`src/rtl/tag_mem_pkg.sv`:
```
// Tag memory controller shared types.
// Op codes, FSM states and bank select positions.
package tag_mem_pkg;

  typedef enum logic [1:0] {
    OP_RD_EPC  = 2'd0,
    OP_RD_SENS = 2'd1,
    OP_WR_EPC  = 2'd2,
    OP_RSVD    = 2'd3
  } op_e;

  typedef enum logic [2:0] {
    S_IDLE,
    S_PRECHG,
    S_ACCESS,
    S_LATCH,
    S_SHIFT
  } state_e;

  typedef enum logic [1:0] {
    K_LOG,
    K_RD,
    K_WR
  } kind_e;

  localparam int SEL_EPC   = 0;
  localparam int SEL_SENS0 = 1;

endpackage

```
`src/rtl/tag_tx_serializer.sv`:
```
// LSB-first word serializer for the backscatter TX path.
// Emits prefetch phase strobes so the next word lands gaplessly.
module tag_tx_serializer
  import tag_mem_pkg::*;
#(
  parameter int DATA_W = 16
) (
  input  logic              data_clk,
  input  logic              reset,
  input  logic              clear,
  input  logic              load,
  input  logic              load_last,
  input  logic [DATA_W-1:0] load_word,
  output logic              tx_bit,
  output logic              tx_valid,
  output logic              tx_last,
  output logic              pf_req,
  output logic              pf_acc,
  output logic              pf_cap,
  output logic              pf_next
);

  localparam int IW = $clog2(DATA_W);
  localparam logic [IW-1:0] I_END = IW'(DATA_W - 1);
  localparam logic [IW-1:0] I_PRE = IW'(DATA_W - 4);
  localparam logic [IW-1:0] I_ACC = IW'(DATA_W - 3);
  localparam logic [IW-1:0] I_CAP = IW'(DATA_W - 2);

  logic [DATA_W-1:0] sh_q, sh_d;
  logic [IW-1:0]     idx_q, idx_d;
  logic              act_q, act_d;
  logic              last_q, last_d;
  logic              word_end;

  assign word_end = act_q && (idx_q == I_END);
  assign tx_bit   = act_q & sh_q[0];
  assign tx_valid = act_q;
  assign tx_last  = word_end && last_q;
  assign pf_req   = act_q && !last_q && (idx_q == I_PRE);
  assign pf_acc   = act_q && !last_q && (idx_q == I_ACC);
  assign pf_cap   = act_q && !last_q && (idx_q == I_CAP);
  assign pf_next  = word_end && !last_q;

  // shift one bit per cycle; load or clear override
  always_comb begin
    sh_d   = sh_q;
    idx_d  = idx_q;
    act_d  = act_q;
    last_d = last_q;
    if (act_q) begin
      sh_d  = sh_q >> 1;
      idx_d = idx_q + IW'(1);
      if (word_end) act_d = 1'b0;
    end
    if (load) begin
      sh_d   = load_word;
      idx_d  = '0;
      act_d  = 1'b1;
      last_d = load_last;
    end
    if (clear) begin
      sh_d   = '0;
      idx_d  = '0;
      act_d  = 1'b0;
      last_d = 1'b0;
    end
  end

  // serializer state register
  always_ff @(posedge data_clk or posedge reset) begin
    if (reset) begin
      sh_q   <= '0;
      idx_q  <= '0;
      act_q  <= 1'b0;
      last_q <= 1'b0;
    end else begin
      sh_q   <= sh_d;
      idx_q  <= idx_d;
      act_q  <= act_d;
      last_q <= last_d;
    end
  end

endmodule

```
`src/rtl/tag_mem_ctrl_gen.sv`:
```
// Tag memory controller: EPC bank plus sensor ring buffers
// arbitrated onto one precharged SRAM port, serial TX out.
module tag_mem_ctrl_gen
  import tag_mem_pkg::*;
#(
  parameter int DATA_W = 16,
  parameter int ADDR_W = 6,
  parameter int N_SENS = 2
) (
  input  logic                       data_clk,
  input  logic                       reset,
  input  logic                       cmd_valid,
  output logic                       cmd_ready,
  input  logic [1:0]                 cmd_op,
  input  logic [2:0]                 cmd_ch,
  input  logic [ADDR_W-1:0]          cmd_ptr,
  input  logic [ADDR_W:0]            cmd_count,
  input  logic [DATA_W-1:0]          cmd_wdata,
  input  logic                       cmd_abort,
  input  logic [N_SENS-1:0]          adc_valid,
  input  logic [N_SENS*DATA_W-1:0]   adc_data,
  input  logic [DATA_W-1:0]          mem_rdata,
  output logic [ADDR_W-1:0]          mem_addr,
  output logic [DATA_W-1:0]          mem_wdata,
  output logic                       mem_pcb,
  output logic                       mem_we,
  output logic                       mem_se,
  output logic [N_SENS:0]            mem_sel,
  output logic                       tx_bit,
  output logic                       tx_valid,
  output logic                       tx_last,
  output logic                       done,
  output logic                       err,
  output logic [N_SENS*(ADDR_W+1)-1:0] fill,
  output logic [N_SENS-1:0]          overflow,
  output logic [N_SENS-1:0]          lost
);

  localparam int CW = ADDR_W + 1;
  localparam int SW = N_SENS + 1;
  localparam int EW = ADDR_W + 2;
  localparam int DEPTH_I = 1 << ADDR_W;
  localparam logic [CW-1:0] DEPTH = CW'(DEPTH_I);

  state_e            state_q, state_d;
  kind_e             kind_q, kind_d;
  logic [SW-1:0]     bank_q, bank_d;
  logic [ADDR_W-1:0] addr_q, addr_d;
  logic [CW-1:0]     rem_q, rem_d;
  logic              desc_q, desc_d;
  logic [DATA_W-1:0] wdata_q, wdata_d;
  logic [DATA_W-1:0] rdata_q, rdata_d;
  logic [2:0]        log_ch_q, log_ch_d;
  logic              done_q, done_d;
  logic              err_q, err_d;

  logic [ADDR_W-1:0] wr_ptr_q [N_SENS];
  logic [ADDR_W-1:0] wr_ptr_d [N_SENS];
  logic [CW-1:0]     fill_q   [N_SENS];
  logic [CW-1:0]     fill_d   [N_SENS];
  logic [DATA_W-1:0] samp_q   [N_SENS];
  logic [DATA_W-1:0] samp_d   [N_SENS];
  logic [N_SENS-1:0] pend_q, pend_d;
  logic [N_SENS-1:0] ovf_q, ovf_d;
  logic [N_SENS-1:0] lost_q, lost_d;

  logic              commit;
  logic              abort_act;
  logic              ser_load, ser_last;
  logic [DATA_W-1:0] ser_word;
  logic              pf_req, pf_acc, pf_cap, pf_next;

  logic              c_ok;
  logic [CW-1:0]     c_fill, n_rd;
  logic [ADDR_W-1:0] c_ptr;
  logic [2:0]        lo_ch;
  logic [ADDR_W-1:0] lo_ptr;
  logic [DATA_W-1:0] lo_samp;
  logic [EW-1:0]     epc_end;
  logic              epc_bad;
  logic [ADDR_W-1:0] addr_nxt;

  function automatic logic [SW-1:0] sens_sel(
    input logic [2:0] ch
  );
    sens_sel = '0;
    for (int i = 0; i < N_SENS; i++)
      if (ch == 3'(i)) sens_sel[SEL_SENS0 + i] = 1'b1;
  endfunction

  assign abort_act = cmd_abort && (state_q != S_IDLE);
  assign cmd_ready = (state_q == S_IDLE) && !(|pend_q)
                     && !(|adc_valid);
  assign epc_end   = EW'(cmd_ptr) + EW'(cmd_count);
  assign epc_bad   = (cmd_count == '0) || (epc_end > EW'(DEPTH_I));
  assign n_rd      = (cmd_count < c_fill) ? cmd_count : c_fill;
  assign addr_nxt  = desc_q ? addr_q - ADDR_W'(1)
                            : addr_q + ADDR_W'(1);
  assign done      = done_q;
  assign err       = err_q;
  assign overflow  = ovf_q;
  assign lost      = lost_q;

  for (genvar g = 0; g < N_SENS; g++) begin : g_fill
    assign fill[g*CW +: CW] = fill_q[g];
  end

  // channel lookups: lowest pending log and commanded channel
  always_comb begin
    c_ok    = 1'b0;
    c_fill  = '0;
    c_ptr   = '0;
    lo_ch   = '0;
    lo_ptr  = '0;
    lo_samp = '0;
    for (int i = N_SENS - 1; i >= 0; i--) begin
      if (pend_q[i]) begin
        lo_ch   = 3'(i);
        lo_ptr  = wr_ptr_q[i];
        lo_samp = samp_q[i];
      end
    end
    for (int i = 0; i < N_SENS; i++) begin
      if (cmd_ch == 3'(i)) begin
        c_ok   = 1'b1;
        c_fill = fill_q[i];
        c_ptr  = wr_ptr_q[i];
      end
    end
  end

  // main sequencer: arbitration, macro phases, word fetch
  always_comb begin
    state_d  = state_q;
    kind_d   = kind_q;
    bank_d   = bank_q;
    addr_d   = addr_q;
    rem_d    = rem_q;
    desc_d   = desc_q;
    wdata_d  = wdata_q;
    rdata_d  = rdata_q;
    log_ch_d = log_ch_q;
    done_d   = 1'b0;
    err_d    = 1'b0;
    commit   = 1'b0;
    ser_load = 1'b0;
    ser_last = 1'b0;
    ser_word = rdata_q;
    unique case (state_q)
      S_IDLE: begin
        if (|pend_q) begin
          kind_d   = K_LOG;
          log_ch_d = lo_ch;
          bank_d   = sens_sel(lo_ch);
          addr_d   = lo_ptr;
          wdata_d  = lo_samp;
          state_d  = S_PRECHG;
        end else if (cmd_valid && cmd_ready) begin
          unique case (op_e'(cmd_op))
            OP_RD_EPC: begin
              if (epc_bad) begin
                err_d = 1'b1;
              end else begin
                kind_d  = K_RD;
                bank_d  = SW'(1) << SEL_EPC;
                addr_d  = cmd_ptr;
                rem_d   = cmd_count;
                desc_d  = 1'b0;
                state_d = S_PRECHG;
              end
            end
            OP_RD_SENS: begin
              if (!c_ok || n_rd == '0) begin
                err_d = 1'b1;
              end else begin
                kind_d  = K_RD;
                bank_d  = sens_sel(cmd_ch);
                addr_d  = c_ptr - ADDR_W'(1);
                rem_d   = n_rd;
                desc_d  = 1'b1;
                state_d = S_PRECHG;
              end
            end
            OP_WR_EPC: begin
              kind_d  = K_WR;
              bank_d  = SW'(1) << SEL_EPC;
              addr_d  = cmd_ptr;
              wdata_d = cmd_wdata;
              state_d = S_PRECHG;
            end
            OP_RSVD: err_d = 1'b1;
          endcase
        end
      end
      S_PRECHG: state_d = S_ACCESS;
      S_ACCESS: begin
        state_d = S_LATCH;
        if (kind_q == K_WR) done_d = 1'b1;
      end
      S_LATCH: begin
        state_d = S_IDLE;
        if (kind_q == K_RD) begin
          ser_load = 1'b1;
          ser_word = mem_rdata;
          ser_last = (rem_q == CW'(1));
          rem_d    = rem_q - CW'(1);
          addr_d   = addr_nxt;
          state_d  = S_SHIFT;
        end else if (kind_q == K_LOG) begin
          commit = 1'b1;
        end
      end
      S_SHIFT: begin
        if (pf_cap) rdata_d = mem_rdata;
        if (pf_next) begin
          ser_load = 1'b1;
          ser_last = (rem_q == CW'(1));
          rem_d    = rem_q - CW'(1);
          addr_d   = addr_nxt;
        end
        if (tx_last) begin
          state_d = S_IDLE;
          done_d  = 1'b1;
        end
      end
      default: state_d = S_IDLE;
    endcase
    if (abort_act) begin
      state_d  = S_IDLE;
      done_d   = 1'b0;
      err_d    = 1'b0;
      commit   = 1'b0;
      ser_load = 1'b0;
    end
  end

  // ring pointers, fill, pending samples and sticky flags
  always_comb begin
    wr_ptr_d = wr_ptr_q;
    fill_d   = fill_q;
    samp_d   = samp_q;
    pend_d   = pend_q;
    ovf_d    = ovf_q;
    lost_d   = lost_q;
    for (int i = 0; i < N_SENS; i++) begin
      if (commit && log_ch_q == 3'(i)) begin
        wr_ptr_d[i] = wr_ptr_q[i] + ADDR_W'(1);
        pend_d[i]   = 1'b0;
        if (fill_q[i] == DEPTH) ovf_d[i] = 1'b1;
        else fill_d[i] = fill_q[i] + CW'(1);
      end
      if (adc_valid[i]) begin
        if (pend_q[i]) begin
          lost_d[i] = 1'b1;
        end else begin
          pend_d[i] = 1'b1;
          samp_d[i] = adc_data[i*DATA_W +: DATA_W];
        end
      end
    end
  end

  // macro port strobes decoded from sequencer and prefetch phase
  always_comb begin
    mem_pcb   = 1'b1;
    mem_we    = 1'b0;
    mem_se    = 1'b0;
    mem_addr  = '0;
    mem_sel   = '0;
    mem_wdata = '0;
    if ((state_q == S_PRECHG) || (state_q == S_ACCESS)
        || (state_q == S_LATCH)
        || ((state_q == S_SHIFT)
            && (pf_req || pf_acc || pf_cap))) begin
      mem_addr = addr_q;
      mem_sel  = bank_q;
    end
    if ((state_q == S_PRECHG)
        || ((state_q == S_SHIFT) && pf_req))
      mem_pcb = 1'b0;
    if (state_q == S_ACCESS) begin
      if (kind_q == K_RD) begin
        mem_se = 1'b1;
      end else begin
        mem_we    = 1'b1;
        mem_wdata = wdata_q;
      end
    end
    if ((state_q == S_SHIFT) && pf_acc) mem_se = 1'b1;
  end

  // sequencer registers
  always_ff @(posedge data_clk or posedge reset) begin
    if (reset) begin
      state_q  <= S_IDLE;
      kind_q   <= K_LOG;
      bank_q   <= '0;
      addr_q   <= '0;
      rem_q    <= '0;
      desc_q   <= 1'b0;
      wdata_q  <= '0;
      rdata_q  <= '0;
      log_ch_q <= '0;
      done_q   <= 1'b0;
      err_q    <= 1'b0;
    end else begin
      state_q  <= state_d;
      kind_q   <= kind_d;
      bank_q   <= bank_d;
      addr_q   <= addr_d;
      rem_q    <= rem_d;
      desc_q   <= desc_d;
      wdata_q  <= wdata_d;
      rdata_q  <= rdata_d;
      log_ch_q <= log_ch_d;
      done_q   <= done_d;
      err_q    <= err_d;
    end
  end

  // ring buffer registers
  always_ff @(posedge data_clk or posedge reset) begin
    if (reset) begin
      for (int i = 0; i < N_SENS; i++) begin
        wr_ptr_q[i] <= '0;
        fill_q[i]   <= '0;
        samp_q[i]   <= '0;
      end
      pend_q <= '0;
      ovf_q  <= '0;
      lost_q <= '0;
    end else begin
      wr_ptr_q <= wr_ptr_d;
      fill_q   <= fill_d;
      samp_q   <= samp_d;
      pend_q   <= pend_d;
      ovf_q    <= ovf_d;
      lost_q   <= lost_d;
    end
  end

  tag_tx_serializer #(
    .DATA_W (DATA_W)
  ) u_ser (
    .data_clk  (data_clk),
    .reset     (reset),
    .clear     (abort_act),
    .load      (ser_load),
    .load_last (ser_last),
    .load_word (ser_word),
    .tx_bit    (tx_bit),
    .tx_valid  (tx_valid),
    .tx_last   (tx_last),
    .pf_req    (pf_req),
    .pf_acc    (pf_acc),
    .pf_cap    (pf_cap),
    .pf_next   (pf_next)
  );

endmodule

```
`config.mk`:
```
export PLATFORM = sky130hd
export DESIGN_NAME = tag_mem_ctrl_gen
export DESIGN_NICKNAME = d
export VERILOG_FILES = /design/src/rtl/tag_mem_pkg.sv /design/src/rtl/tag_tx_serializer.sv /design/src/rtl/tag_mem_ctrl_gen.sv
export SDC_FILE = /design/constraint.sdc
export NUM_CORES = 1
export LEC_CHECK = 0
export ABC_AREA = 1
export CORE_MARGIN = 2
export CORE_UTILIZATION = 54
export CTS_CLUSTER_DIAMETER = 100
export DETAILED_ROUTE_END_ITERATION = 10
export PLACE_DENSITY = 0.81
export SYNTH_ARGS = -nofsm -noshare
export SYNTH_HDL_FRONTEND = slang
export SYNTH_HIERARCHICAL = 1
export SYNTH_SLANG_ARGS = --single-unit
```
`constraint.sdc`:
```
create_clock -name data_clk -period 4.95 [get_ports data_clk]
set_input_delay 0.7425 -clock data_clk [delete_from_list [all_inputs] [get_ports data_clk]]
set_output_delay 0.7425 -clock data_clk [all_outputs]
set_load 0.01 [all_outputs]
```
# [Word level (Yosys, flattened, before mapping)]
# Cells that the tools add are included.
[word_totals] out_inout_bits=52 input_bits=88 word_cells=253 register_bits=145
[op_classes] add_sub_neg=10 magnitude_cmp=2 reduce_logical=62 n_eq_ne=39 n_bitwise=6 muxes=108
[ops] cell="2-to-1 mux 16 bit" n=12
[ops] cell="2-to-1 mux 6 bit" n=12
[ops] cell="2-to-1 mux 7 bit" n=9
[ops] cell="2-to-1 mux 1 bit" n=43
[ops] cell="2-to-1 mux 3 bit" n=12
[ops] cell="case mux 6 bit (3 select lines)" n=2
[ops] cell="case mux 7 bit (3 select lines)" n=1
[ops] cell="AND reduction 2 bit" n=10
[ops] cell="adder 6 x 1 -> 6 bit (second input constant)" n=3
[ops] cell="case mux 3 bit (3 select lines)" n=2
[ops] cell="equality test 4 bit (second input constant)" n=4
[ops] cell="logical AND 1 bit" n=16
[ops] cell="inequality test 3 bit (second input constant)" n=5
[ops] cell="case mux 3 bit (5 select lines)" n=1
[ops] cell="adder 7 x 1 -> 7 bit (second input constant)" n=2
[ops] cell="equality test 7 bit (second input constant)" n=2
[ops] cell="logical NOT 7 bit" n=2
[ops] cell="case mux 7 bit (2 select lines)" n=1
[ops] cell="equality test 3 x 1 -> 1 bit (second input constant)" n=4
[ops] cell="logical NOT 3 bit" n=4
[ops] cell="2-to-1 mux 4 bit" n=3
[ops] cell="subtractor 6 x 1 -> 6 bit (second input constant)" n=2
[ops] cell="inequality test 5 bit (second input constant)" n=2
[ops] cell="AND reduction 5 bit" n=2
[ops] cell="34 further kinds" n=71

# [Logic depth before layout (Yosys ltp)]
# Gate-level depths: netlist of the first run.
[logic_depth] depth_word=13 mapped_depth=24 depth_no_buf=23

# [Cells and area by module]
# The synthesis of the first run kept the hierarchy.
[modules_own_cells] module="tag_mem_ctrl_gen" seq_area_each_um2=3027.9 area_per_inst_um2=7090.6 cells_per_inst=849 instances=1
[modules_own_cells] module="tag_tx_serializer" seq_area_each_um2=550.5 area_per_inst_um2=1163.6 cells_per_inst=141 instances=1

# [Least setup slack after synthesis of the first run]
# OpenSTA, ideal clock, no wires.
[synth_timing] kind="input to register" start="in cmd_ch[1]" end="reg rem_q[4]" setup_slack_ns=1.844 stages=22 n_path_buf=1 arrival_time_ns=2.990 required_ns=4.833 setup_time_ns=0.117 cell_sequence="nor2_4 nand2_1 buf_2 o22ai_1 inv_1 ha_1 a21oi_1 nor2_1 a211oi_4 nand2_4 nand2_1 nand2_1 nand2_1 nor2_1 nand2_1 nand2_2 nand2_2 nand2_4 nand2_4 nand2_4 nand2_1 nand2_1"
[synth_between] elab_chain_len=10 elab_cells_between_ends=18 classes_between="1 x order compare; 2 x eq/ne; 10 x mux; 5 x reduce/logical"
[synth_lines] item="from (decl)" line="tag_mem_ctrl_gen.sv:15" rtl="input logic [2:0] cmd_ch,"
[synth_lines] item="logical NOT 3 bit" line="tag_mem_ctrl_gen.sv:124" rtl="if (cmd_ch == 3'(i)) begin"
[synth_lines] item="2-to-1 mux 7 bit (2 in series)" line="tag_mem_ctrl_gen.sv:124"
[synth_lines] item="less-than comparator 7 bit" line="tag_mem_ctrl_gen.sv:96" rtl="assign n_rd = (cmd_count < c_fill) ? cmd_count : c_fill;"
[synth_lines] item="2-to-1 mux 7 bit" line="tag_mem_ctrl_gen.sv:96"
[synth_lines] item="2-to-1 mux 7 bit" line="tag_mem_ctrl_gen.sv:173" rtl="if (!c_ok || n_rd == '0) begin"
[synth_lines] item="case mux 7 bit (2 select lines)" line="tag_mem_ctrl_gen.sv:159" rtl="unique case (op_e'(cmd_op))"
[synth_lines] item="2-to-1 mux 7 bit" line="tag_mem_ctrl_gen.sv:158" rtl="end else if (cmd_valid && cmd_ready) begin"
[synth_lines] item="2-to-1 mux 7 bit" line="tag_mem_ctrl_gen.sv:151" rtl="if (|pend_q) begin"
[synth_lines] item="case mux 7 bit (3 select lines)" line="tag_mem_ctrl_gen.sv:149" rtl="unique case (state_q)"
[synth_lines] item="to (signal assigned)" line="tag_mem_ctrl_gen.sv:311" rtl="rem_q <= rem_d;"
[synth_lines] item="to (decl)" line="tag_mem_ctrl_gen.sv:49" rtl="logic [CW-1:0] rem_q, rem_d;"
# Several ways; a longest one is shown, not always the timed one. The select of a mux whose other input is x is not followed.
# A chain may end at the register's enable or synchronous reset.

# [Final worst setup path of the first run]
[layout_timing] start="reg state_q[2]" end="out mem_sel[1]"
[layout_between] elab_chain_len=5 elab_cells_between_ends=9 classes_between="4 x eq/ne; 1 x mux; 4 x reduce/logical"
[layout_lines] item="from (decl)" line="tag_mem_ctrl_gen.sv:45" rtl="state_e state_q, state_d;"
[layout_lines] item="from (signal assigned)" line="tag_mem_ctrl_gen.sv:307" rtl="state_q <= state_d;"
[layout_lines] item="equality test 3 x 1 -> 1 bit / equality test 3 x 2 -> 1 bit (equally long branches)" line="tag_mem_ctrl_gen.sv:271" rtl="if ((state_q == S_PRECHG) || (state_q == S_ACCESS)"
[layout_lines] item="logical OR 1 bit" line="tag_mem_ctrl_gen.sv:271"
[layout_lines] item="logical OR 1 bit" line="tag_mem_ctrl_gen.sv:272" rtl="|| (state_q == S_LATCH)"
[layout_lines] item="logical OR 1 bit (*)" line="tag_mem_ctrl_gen.sv:273" rtl="|| ((state_q == S_SHIFT)"
[layout_lines] item="2-to-1 mux 3 bit (*)" line="tag_mem_ctrl_gen.sv:271"
[layout_lines] item="to (decl)" line="tag_mem_ctrl_gen.sv:28" rtl="output logic [N_SENS:0] mem_sel,"
# Mark *: on every way between the ends. The rest lies on a longest branch, timed or not.

==> results of run 1 <==
==> cells in the mapped netlist, drive strengths merged (9+ instances only) <==
cell and instances:
nand4 9, inv 114, nand3 48, o21ai 103
nor2 90, xor2 31, mux2 32, nor3 16
a22o 17, buf 10, nand2 209, ha 29
o22ai 13, dfrtp 143, clkbuf 22, a21oi 59
==> registers in the layout (all words and copies together) (netlist names), 2 cells and up <==
signal and cells:
samp_q 32, bank_q 3, pend_q 2, u_ser/idx_q 4
overflow 2, fill 14, wr_ptr_q 12, u_ser/sh_q 16
lost 2, rdata_q 16, state_q 3, kind_q 2
rem_q 7, addr_q 6, wdata_q 16
==> worst max-delay path by stage <==
stage          slack [ps]  startpoint         end
2_1_floorplan         990       reset   addr_q[0]
3_3_place_gp         1030   cmd_ch[1]   addr_q[1]
3_5_place_dp          850   cmd_ch[1]   addr_q[1]
4_1_cts              1250  state_q[2]  mem_sel[1]
5_1_grt               940   cmd_ch[1]   addr_q[5]
6_report             1220  state_q[2]  mem_sel[1]
==> power by group <==
group	internal, uW	switching [uW]	total (uW)
Sequential	1600	343	1940
Clock	664	561	1220
Combinational	1020	1400	2420
==> per-stage QoR <==
step / total power (uW) / cell area [sq um] / util (%)
CTS: 5580 / 10300 / 68.6
global placement: 4270 / 9780 / 64.8
floorplan: 3590 / 8250 / -
finish: 5590 / 10300 / 68.6
detailed placement: 4340 / 9780 / 64.8
global route: 6010 / 10300 / 68.6
==> worst max-delay path, stage by stage, from the launching register on <==
cell             delay [ps]
dfrtp_1                 390
nor2_1                   90
nand2_1                 490
nand2_1                 180
nor2_1                  700
nor2_1                  190
clkdlybuf4s50_1         530
==> kinds of logic after synthesis <==
family	Yosys count
buffers and inverters	147
multiplexers	33
adder cells (fa/ha/maj)	31
AO/OA/AOI/OAI	217
XOR/XNOR	35
flip-flops	143
AND/OR/NAND/NOR	384
==> cell type report <==
cell class | instances | area, sq um
fillers | 1233 | 4740
clock buffers | 17 | 425
multi-input cells | 700 | 4090
well taps | 188 | 235
repair buffers | 145 | 1450
inverters | 115 | 434
flip-flops and latches | 143 | 3580
clock inverters | 15 | 139
==> per-layer routing <==
layer | up-vias | wire length (um) | track usage, %
met4 | 0 | 581 | 10.3
met2 | 248 | 10200 | 44.2
met1 | 3480 | 9470 | 37.9
li1 | 3554 | - | -
met3 | 38 | 1290 | 5.03
met5 | - | 0 | 0
==> flow_metrics.env, run 1 <==
export IMPL_numCtsBuffers=17
export IMPL_cts_resized_gates=0
export IMPL_tightest_slew_ps=1000
export IMPL_coreArea_sq_mm=0.0151
export IMPL_synth_ff_type="dfrtp_1"
export IMPL_whs_endpoint="lost[0]"
export IMPL_drc=0
export IMPL_min_path_cells=1
export IMPL_outcome="completed"
export IMPL_grt_pass1_wl_um=35500
export IMPL_crit_fanout=19
export IMPL_final_cell_mix="nand2_1 (190), dfrtp_1 (143), clkdlybuf4s50_1 (139)"
export IMPL_cts_tree="done"
export IMPL_routedWlPerCell_um=16.3
export IMPL_hp_class="flip-flop to flip-flop"
export IMPL_vdd_drop_max_mv=0.370
export IMPL_holdWs_ps=452
export IMPL_pin_count=140
export IMPL_track_usage_pct=27.7
export IMPL_synth_simple_area_share_pct=20.9
export IMPL_grt_overflow_total=0
export IMPL_initial_core_util_pct=54.7
export IMPL_fp_dieW_um=128
export IMPL_clkSinkCount=143
export IMPL_antenna_found_initial=0
export IMPL_fmax_ghz=0.268
export IMPL_synth_mux_area_share_pct=4.49
export IMPL_r2r_end="wdata_q[14]"
export IMPL_ant_nets=0
export IMPL_avgSynthCellArea_sq_um=8.34
export IMPL_pre_cts_slack_ps=855
export IMPL_fin_crit_sh_pct=75.4
export IMPL_num_vias=7320
export IMPL_holdCritStartpoint="lost[0]"
export IMPL_cap_violations=0
export IMPL_worstPathArrival_ps=2990
export IMPL_instances_no_fill=1323
export IMPL_synth_area_leaders="dfrtp_1 (43%), nand2_1 (8.6%), inv_1 (5.1%)"
export IMPL_synthArstFlopShare_pct=100
export IMPL_dp_hpwl_um=15800
export IMPL_ys_warn_count=6
export IMPL_port_buffers=139
export IMPL_grt_pass1_vias=7136
export IMPL_r2r_slack_ps=2000
export IMPL_rows=45
export IMPL_ctsHoldBuffers=0
export IMPL_worstSkewPairLatency_ps=430
export IMPL_syn_nets=1109
export IMPL_first_pass_iters=4
export IMPL_final_setup_worst_slack_ps=1220
export IMPL_rr_worst_depth=8
export IMPL_post_drt_via_cell_ratio=5.53
export IMPL_power_density_mw_per_mm2=540
export IMPL_crit_path_end_kind="primary output"
export IMPL_root_buffer="clkbuf_16"
export IMPL_grt_setup_unrepaired="false"
export IMPL_synth_adder_area_share_pct=4.88
export IMPL_max_slew_margin_rel_pct=33.2
export IMPL_wl_um=21500
export IMPL_finalCriticalPeriod_ps=3730
export IMPL_h_tree_depth=4
export IMPL_synth_area_sq_mm=0.00825
export IMPL_synth_edf_count=0
export IMPL_drtIter0Drc=495
export IMPL_synth_top_family_by_area="simple AND/OR/NAND/NOR gates"
export IMPL_synth_seq_area_share_pct=43.4
export IMPL_syn_inst=990
export IMPL_clkTransAtPathRegs_ps=60
export IMPL_die_h_um=128
export IMPL_synth_compound_area_share_pct=15.5
export IMPL_place_gp_congestion=0.940
export IMPL_grt_max_degree=74
export IMPL_synth_xor_area_share_pct=3.71
export IMPL_fin_nets=1241
export IMPL_start_kind="flip-flop"
export IMPL_yosysTopAreaCellShare_pct=43.4
export IMPL_dp_cells=1291
export IMPL_syn_to_final_growth_pct=25.4
export IMPL_synth_seq_cells=143
export IMPL_synth_cell_type_count=50
export IMPL_clockBufferDepth=2
export IMPL_leakagePower_uw=0.00490
export IMPL_dieArea_sq_mm=0.0163
export IMPL_worstPathRequired_ps=4210
export IMPL_critPathKind="flip-flop to primary output"
export IMPL_setup_tns_final_ps=0
export IMPL_synth_top_cell_by_area="dfrtp_1"
export IMPL_post_cts_buffers=0
export IMPL_skew_ps=9.04
export IMPL_regToRegStartpoint="pend_q[0]"
export IMPL_hold_viol=0
export IMPL_setup_violations=0
export IMPL_diodes=0
export IMPL_drv_slew=0
export IMPL_mostFrequentLayoutCell="nand2_1"
export IMPL_drive_gt1_share_pct=10.4
(Power assumes the default switching activity.)
==> run 2: changes to the inputs <==
- CORE_UTILIZATION: 54 -> 49
- PLACE_DENSITY: 0.81 -> 0.78
- clock period: 4.95 -> 3.05 ns (I/O delays scaled with it)
==> run 2 against run 1 <==
Compared with the run above:
- total power up 69%
- non-clock buffer count up 38
- largest power group unchanged
- sequential share of layout area down 1.4 points
- sequential power up 60%
- final cell count up 5.3%
- clock power up 75%
- global-route usage down 2.2 points
- register-to-register slack worse by 1700 ps
- final area up 4.3%
- combinational power up 74%
- via count up 1.9%
==> flow_metrics.env, run 2 (synthesis gave the netlist of run 1 again) <==
export IMPL_outcome="completed"
export IMPL_clkSinkCount=143
export IMPL_post_drt_via_cell_ratio=5.35
export IMPL_max_slew_margin_rel_pct=41.7
export IMPL_cp_slowest_stage_delay_ps=500
export IMPL_setup_tns_final_ps=0
export IMPL_cts_tree="done"
export IMPL_drc=0
export IMPL_numCtsBuffers=17
export IMPL_crit_path_end_kind="primary output"
export IMPL_h_tree_depth=4
export IMPL_vdd_drop_max_mv=0.540
export IMPL_dieArea_sq_mm=0.0179
export IMPL_place_gp_congestion=0.919
export IMPL_pin_count=140
export IMPL_fin_nets=1279
export IMPL_critPathKind="flip-flop to primary output"
export IMPL_finalCriticalPeriod_ps=2910
export IMPL_grt_overflow_total=0
export IMPL_path_cells="inv_1 -> ha_1 -> nand2_1 -> nor2_1 -> nor3_1 -> o21ai_1 -> nor2_4 -> nor2_1 -> clkdlybuf4s50_1"
export IMPL_leakagePower_uw=0.00518
export IMPL_r2r_end="rem_q[0]"
export IMPL_startpoint="u_ser/idx_q[0]"
export IMPL_clkTransAtPathRegs_ps=60
export IMPL_crit_fanout=8
export IMPL_clockBufferDepth=2
export IMPL_instances_no_fill=1393
export IMPL_port_buffers=139
export IMPL_critPathTopFamily="simple AND/OR/NAND/NOR gates"
export IMPL_largest_reg_flops=32
export IMPL_worstPathRequired_ps=2590
export IMPL_setup_violations=0
export IMPL_grt_setup_unrepaired="false"
export IMPL_routedWlPerCell_um=15.9
export IMPL_dp_cells=1359
export IMPL_drv_slew=0
export IMPL_hold_viol=0
export IMPL_track_usage_pct=25.5
export IMPL_initial_core_util_pct=50.0
export IMPL_ant_nets=0
export IMPL_wl_um=22100
export IMPL_power_total_uw=9450
export IMPL_mostFrequentLayoutCell="nand2_1"
export IMPL_grt_pass1_vias=7164
export IMPL_crit_buf_inv=2
export IMPL_fin_crit_sh_pct=95.5
export IMPL_crit_cells=9
export IMPL_num_vias=7459
export IMPL_die_h_um=134
export IMPL_r2r_slack_ps=330
export IMPL_final_cell_mix="nand2_1 (184), dfrtp_1 (143), clkdlybuf4s50_1 (133)"
export IMPL_diodes=0
export IMPL_fillers=1336
export IMPL_drive_gt1_share_pct=14.3
export IMPL_grt_max_degree=71
export IMPL_ctsHoldBuffers=0
export IMPL_dp_hpwl_um=16300
export IMPL_rows=47
export IMPL_regToRegStartpoint="fill[11]"
export IMPL_coreArea_sq_mm=0.0165
export IMPL_hp_class="flip-flop to flip-flop"
export IMPL_start_kind="flip-flop"
export IMPL_crit_end="mem_addr[0]"
export IMPL_worstSkewPairLatency_ps=430
export IMPL_first_pass_iters=5
export IMPL_worstPathArrival_ps=2450
export IMPL_tightest_slew_ps=873
export IMPL_antenna_found_initial=0
export IMPL_final_core_util_pct=65.3
export IMPL_root_buffer="clkbuf_16"
export IMPL_power_density_mw_per_mm2=875
export IMPL_drtIter0Drc=737
export IMPL_skew_ps=9.18
export IMPL_fp_dieW_um=134
export IMPL_cap_violations=0
export IMPL_grt_pass1_wl_um=35800
export IMPL_largest_register="samp_q"
export IMPL_worst_path_most_repeated_cell="nor2_1"
export IMPL_critPathSlowestCell="clkdlybuf4s50_1"
export IMPL_syn_to_final_growth_pct=30.8
export IMPL_rr_worst_depth=21
export IMPL_fmax_ghz=0.343
-- run 2: changes by cell type in the layout (fill, tap and decap cells not counted), moves of 3 or more --
| cell | delta |
|---|---|
| dlymetal6s2s_1 | +6 |
| nand2_2 | +6 |
| nor2_1 | -3 |
| clkdlybuf4s50_1 | -6 |
| inv_6 | -3 |
| clkinv_4 | +3 |
| buf_4 | +36 |
| nand2_1 | -6 |
-- run 2: layout make-up --
cell class / instances / area (sq um) / share of cell area (%)
multi-input cells: 700 / 4140 / 38.3
flip-flops and latches: 143 / 3580 / 33.2
repair buffers: 183 / 1770 / 16.4
inverters: 115 / 435 / 4.03
clock buffers: 17 / 425 / 3.94
well taps: 220 / 275 / 2.55
clock inverters: 15 / 175 / 1.62
-- run 2: per-stage QoR --
stage / area, sq um / worst slack [ps] / hold slack [ps]
after floorplan: 8260 / 229 / 442
after global placement: 10100 / -210 / 440
after detailed placement: 10100 / -357 / 448
after CTS: 10700 / 79.3 / 473
after global routing: 10800 / 1.62 / 491
final: 10800 / 139 / 473
-- run 2: timing repair --
item                                   CTS  global route
pin swaps                                0             5
gates cloned                             0             0
endpoints found under the hold margin    0             0
setup buffers                            0             2
gates resized for setup                  3            19
setup endpoints to repair                9            25
-- run 2: how the worst min path moves through the flow --
stage | start | endpoint | slack (ps) | cells after the start
after floorplan | bank_q[0] | bank_q[0] | 440 | 2
after global placement | lost[1] | lost[1] | 440 | 1
after detailed placement | lost[1] | lost[1] | 450 | 1
after CTS | lost[0] | lost[0] | 470 | 1
after global routing | rem_q[1] | rem_q[1] | 490 | 2
final | lost[0] | lost[0] | 470 | 1
-- run 2: report_power, final --
part	internal [uW]	leakage (uW)	total, uW	switching [uW]
clock	1230	0.000291	2130	900
sequential	2600	0.00168	3100	496
combinational	1820	0.00321	4220	2400
-- run 2: metal layers --
metal  wire length [um]  part of all wire [%]  global-route usage, %  vias to the layer above
li1                   -                     -                      -                     3639
met1              10100                    45                   34.6                     3567
met2              10500                    48                   41.0                      215
met3               1010                   4.6                   4.69                       38
met4                518                   2.3                   9.16                        0
met5                  0                     0                      0                        -
==> run 3: changes to the inputs <==
--- a/config.mk
+++ b/config.mk
@@ -10,6 +10,8 @@
 export CORE_UTILIZATION = 49
 export CTS_CLUSTER_DIAMETER = 100
+export CTS_CLUSTER_SIZE = 25
 export DETAILED_ROUTE_END_ITERATION = 10
 export PLACE_DENSITY = 0.78
+export SKIP_LAST_GASP = 1
 export SYNTH_ARGS = -nofsm -noshare
 export SYNTH_HDL_FRONTEND = slang
==> constraint.sdc (replaced) <==
create_clock -name data_clk -period 3.05 [get_ports data_clk]
set_input_delay 0.4575 -clock data_clk [delete_from_list [all_inputs] [get_ports data_clk]]
set_output_delay 0.4575 -clock data_clk [all_outputs]
set_load 0.02 [all_outputs]
==> run 3 against run 2 <==
Compared with the run above:
- global-route usage did not move
- non-clock buffer count increased by 1
- hold slack barely moved
==> flow_metrics.env, run 3 (synthesis gave the netlist of run 1 again) <==
export IMPL_cap_violations=0
export IMPL_mostFrequentLayoutCell="nand2_1"
export IMPL_fmax_ghz=0.351
export IMPL_final_cell_mix="nand2_1 (184), dfrtp_1 (143), clkdlybuf4s50_1 (127)"
export IMPL_post_drt_via_cell_ratio=5.33
export IMPL_fillers=1334
export IMPL_pin_count=140
export IMPL_diodes=0
export IMPL_crit_path_end_kind="primary output"
export IMPL_cts_tree="done"
export IMPL_final_core_util_pct=65.4
export IMPL_first_pass_iters=5
export IMPL_syn_to_final_growth_pct=31.0
export IMPL_vdd_drop_max_mv=0.549
export IMPL_final_area_sq_mm=0.0108
export IMPL_drive_gt1_share_pct=14.3
export IMPL_placed_area_sq_mm=0.0101
export IMPL_routedWlPerCell_um=15.9
export IMPL_skew_ps=12.7
export IMPL_initial_core_util_pct=50.0
export IMPL_grt_pass1_vias=7164
export IMPL_hp_class="flip-flop to flip-flop"
export IMPL_clockBufferDepth=2
export IMPL_ant_nets=0
export IMPL_coreArea_sq_mm=0.0165
export IMPL_fp_dieW_um=134
export IMPL_antenna_found_initial=0
export IMPL_rows=47
export IMPL_grt_max_degree=71
export IMPL_dp_hpwl_um=16300
export IMPL_clkSinkCount=143
export IMPL_drv_slew=0
export IMPL_largest_register="samp_q"
export IMPL_fin_nets=1280
export IMPL_num_vias=7427
export IMPL_outcome="completed"
export IMPL_clkTransAtPathRegs_ps=60
export IMPL_final_setup_worst_slack_ps=204
export IMPL_worstPathArrival_ps=2390
export IMPL_pre_cts_slack_ps=-357
export IMPL_setup_violations=0
export IMPL_fin_crit_sh_pct=93.3
export IMPL_multiInputGateArea_sq_mm=0.00414
export IMPL_drtIter0Drc=657
export IMPL_grt_pass1_wl_um=35800
export IMPL_grt_overflow_total=0
export IMPL_hold_viol=0
export IMPL_port_buffers=139
export IMPL_start_kind="flip-flop"
export IMPL_crit_fanout=17
export IMPL_tightest_slew_ps=880
export IMPL_leakagePower_uw=0.00528
export IMPL_worstPathRequired_ps=2590
export IMPL_root_buffer="clkbuf_16"
export IMPL_dieArea_sq_mm=0.0179
export IMPL_h_tree_depth=4
export IMPL_critPathKind="flip-flop to primary output"
export IMPL_finalCriticalPeriod_ps=2850
export IMPL_grt_setup_unrepaired="false"
export IMPL_power_density_mw_per_mm2=886
export IMPL_die_h_um=134
export IMPL_max_slew_margin_rel_pct=41.2
export IMPL_drc=0
export IMPL_wl_um=22200
export IMPL_ctsHoldBuffers=0
export IMPL_track_usage_pct=25.5
export IMPL_regArea_sq_mm=0.00358
export IMPL_numCtsBuffers=17
export IMPL_largest_reg_flops=32
export IMPL_worstSkewPairLatency_ps=430
export IMPL_place_gp_congestion=0.919
-- run 3: final timing paths --
check / start / endpoint / slack, ps / cells after the start
hold reg to reg: lost[0] / lost[0] / 470 / 1
setup / recovery: kind_q[1] / mem_se / 200 / 4
min in group asynchronous: reset / rem_q[3] / 480 / 2
setup reg to reg: fill[11] / rem_q[2] / 330 / 21
max in group asynchronous: reset / fill[11] / 1800 / 3
hold / removal: lost[0] / lost[0] / 470 / 1
-- run 3: worst max-delay path: stages (launching register included) --
cell	delay (ps)
dfrtp_1	410
nor2_1	160
clkinv_1	420
o21ai_0	290
clkdlybuf4s50_1	680
-- run 3: where the power goes --
group | switching (uW) | total [uW] | internal (uW)
clock | 902 | 2130 | 1230
sequential | 494 | 3100 | 2600
combinational | 2530 | 4350 | 1830
-- run 3: final cells by class --
| class | instances | area share, % |
|---|---|---|
| repair buffers | 184 | 16.5 |
| flip-flops and latches | 143 | 33.1 |
| clock buffers | 17 | 3.93 |
| multi-input cells | 700 | 38.3 |
| well taps | 220 | 2.55 |
| inverters | 115 | 4.03 |
| clock inverters | 15 | 1.62 |
-- run 3: repair_timing --
item,in CTS,in global routing
gates resized for setup,3,24
pin swaps,0,4
buffers inserted,0,3
endpoints found under the setup margin,9,30
-- run 3: per-stage QoR --
step | hold WS, ps | TNS, ps | power [uW] | instances
floorplan | 442 | 0 | 5970 | 990
global placement | 440 | -3630 | 7240 | 1359
detailed placement | 448 | -6570 | 7360 | 1359
CTS | 473 | 0 | 9550 | 1391
global route | 491 | 0 | 10300 | 1394
finish | 473 | 0 | 9580 | 1394
-- run 3: layer usage --
layer	wire [um]	vias up	track usage (%)
met5	0	-	0
met4	536	0	9.16
met3	1160	41	4.69
met2	10600	213	41.0
met1	9840	3530	34.6
li1	-	3643	-
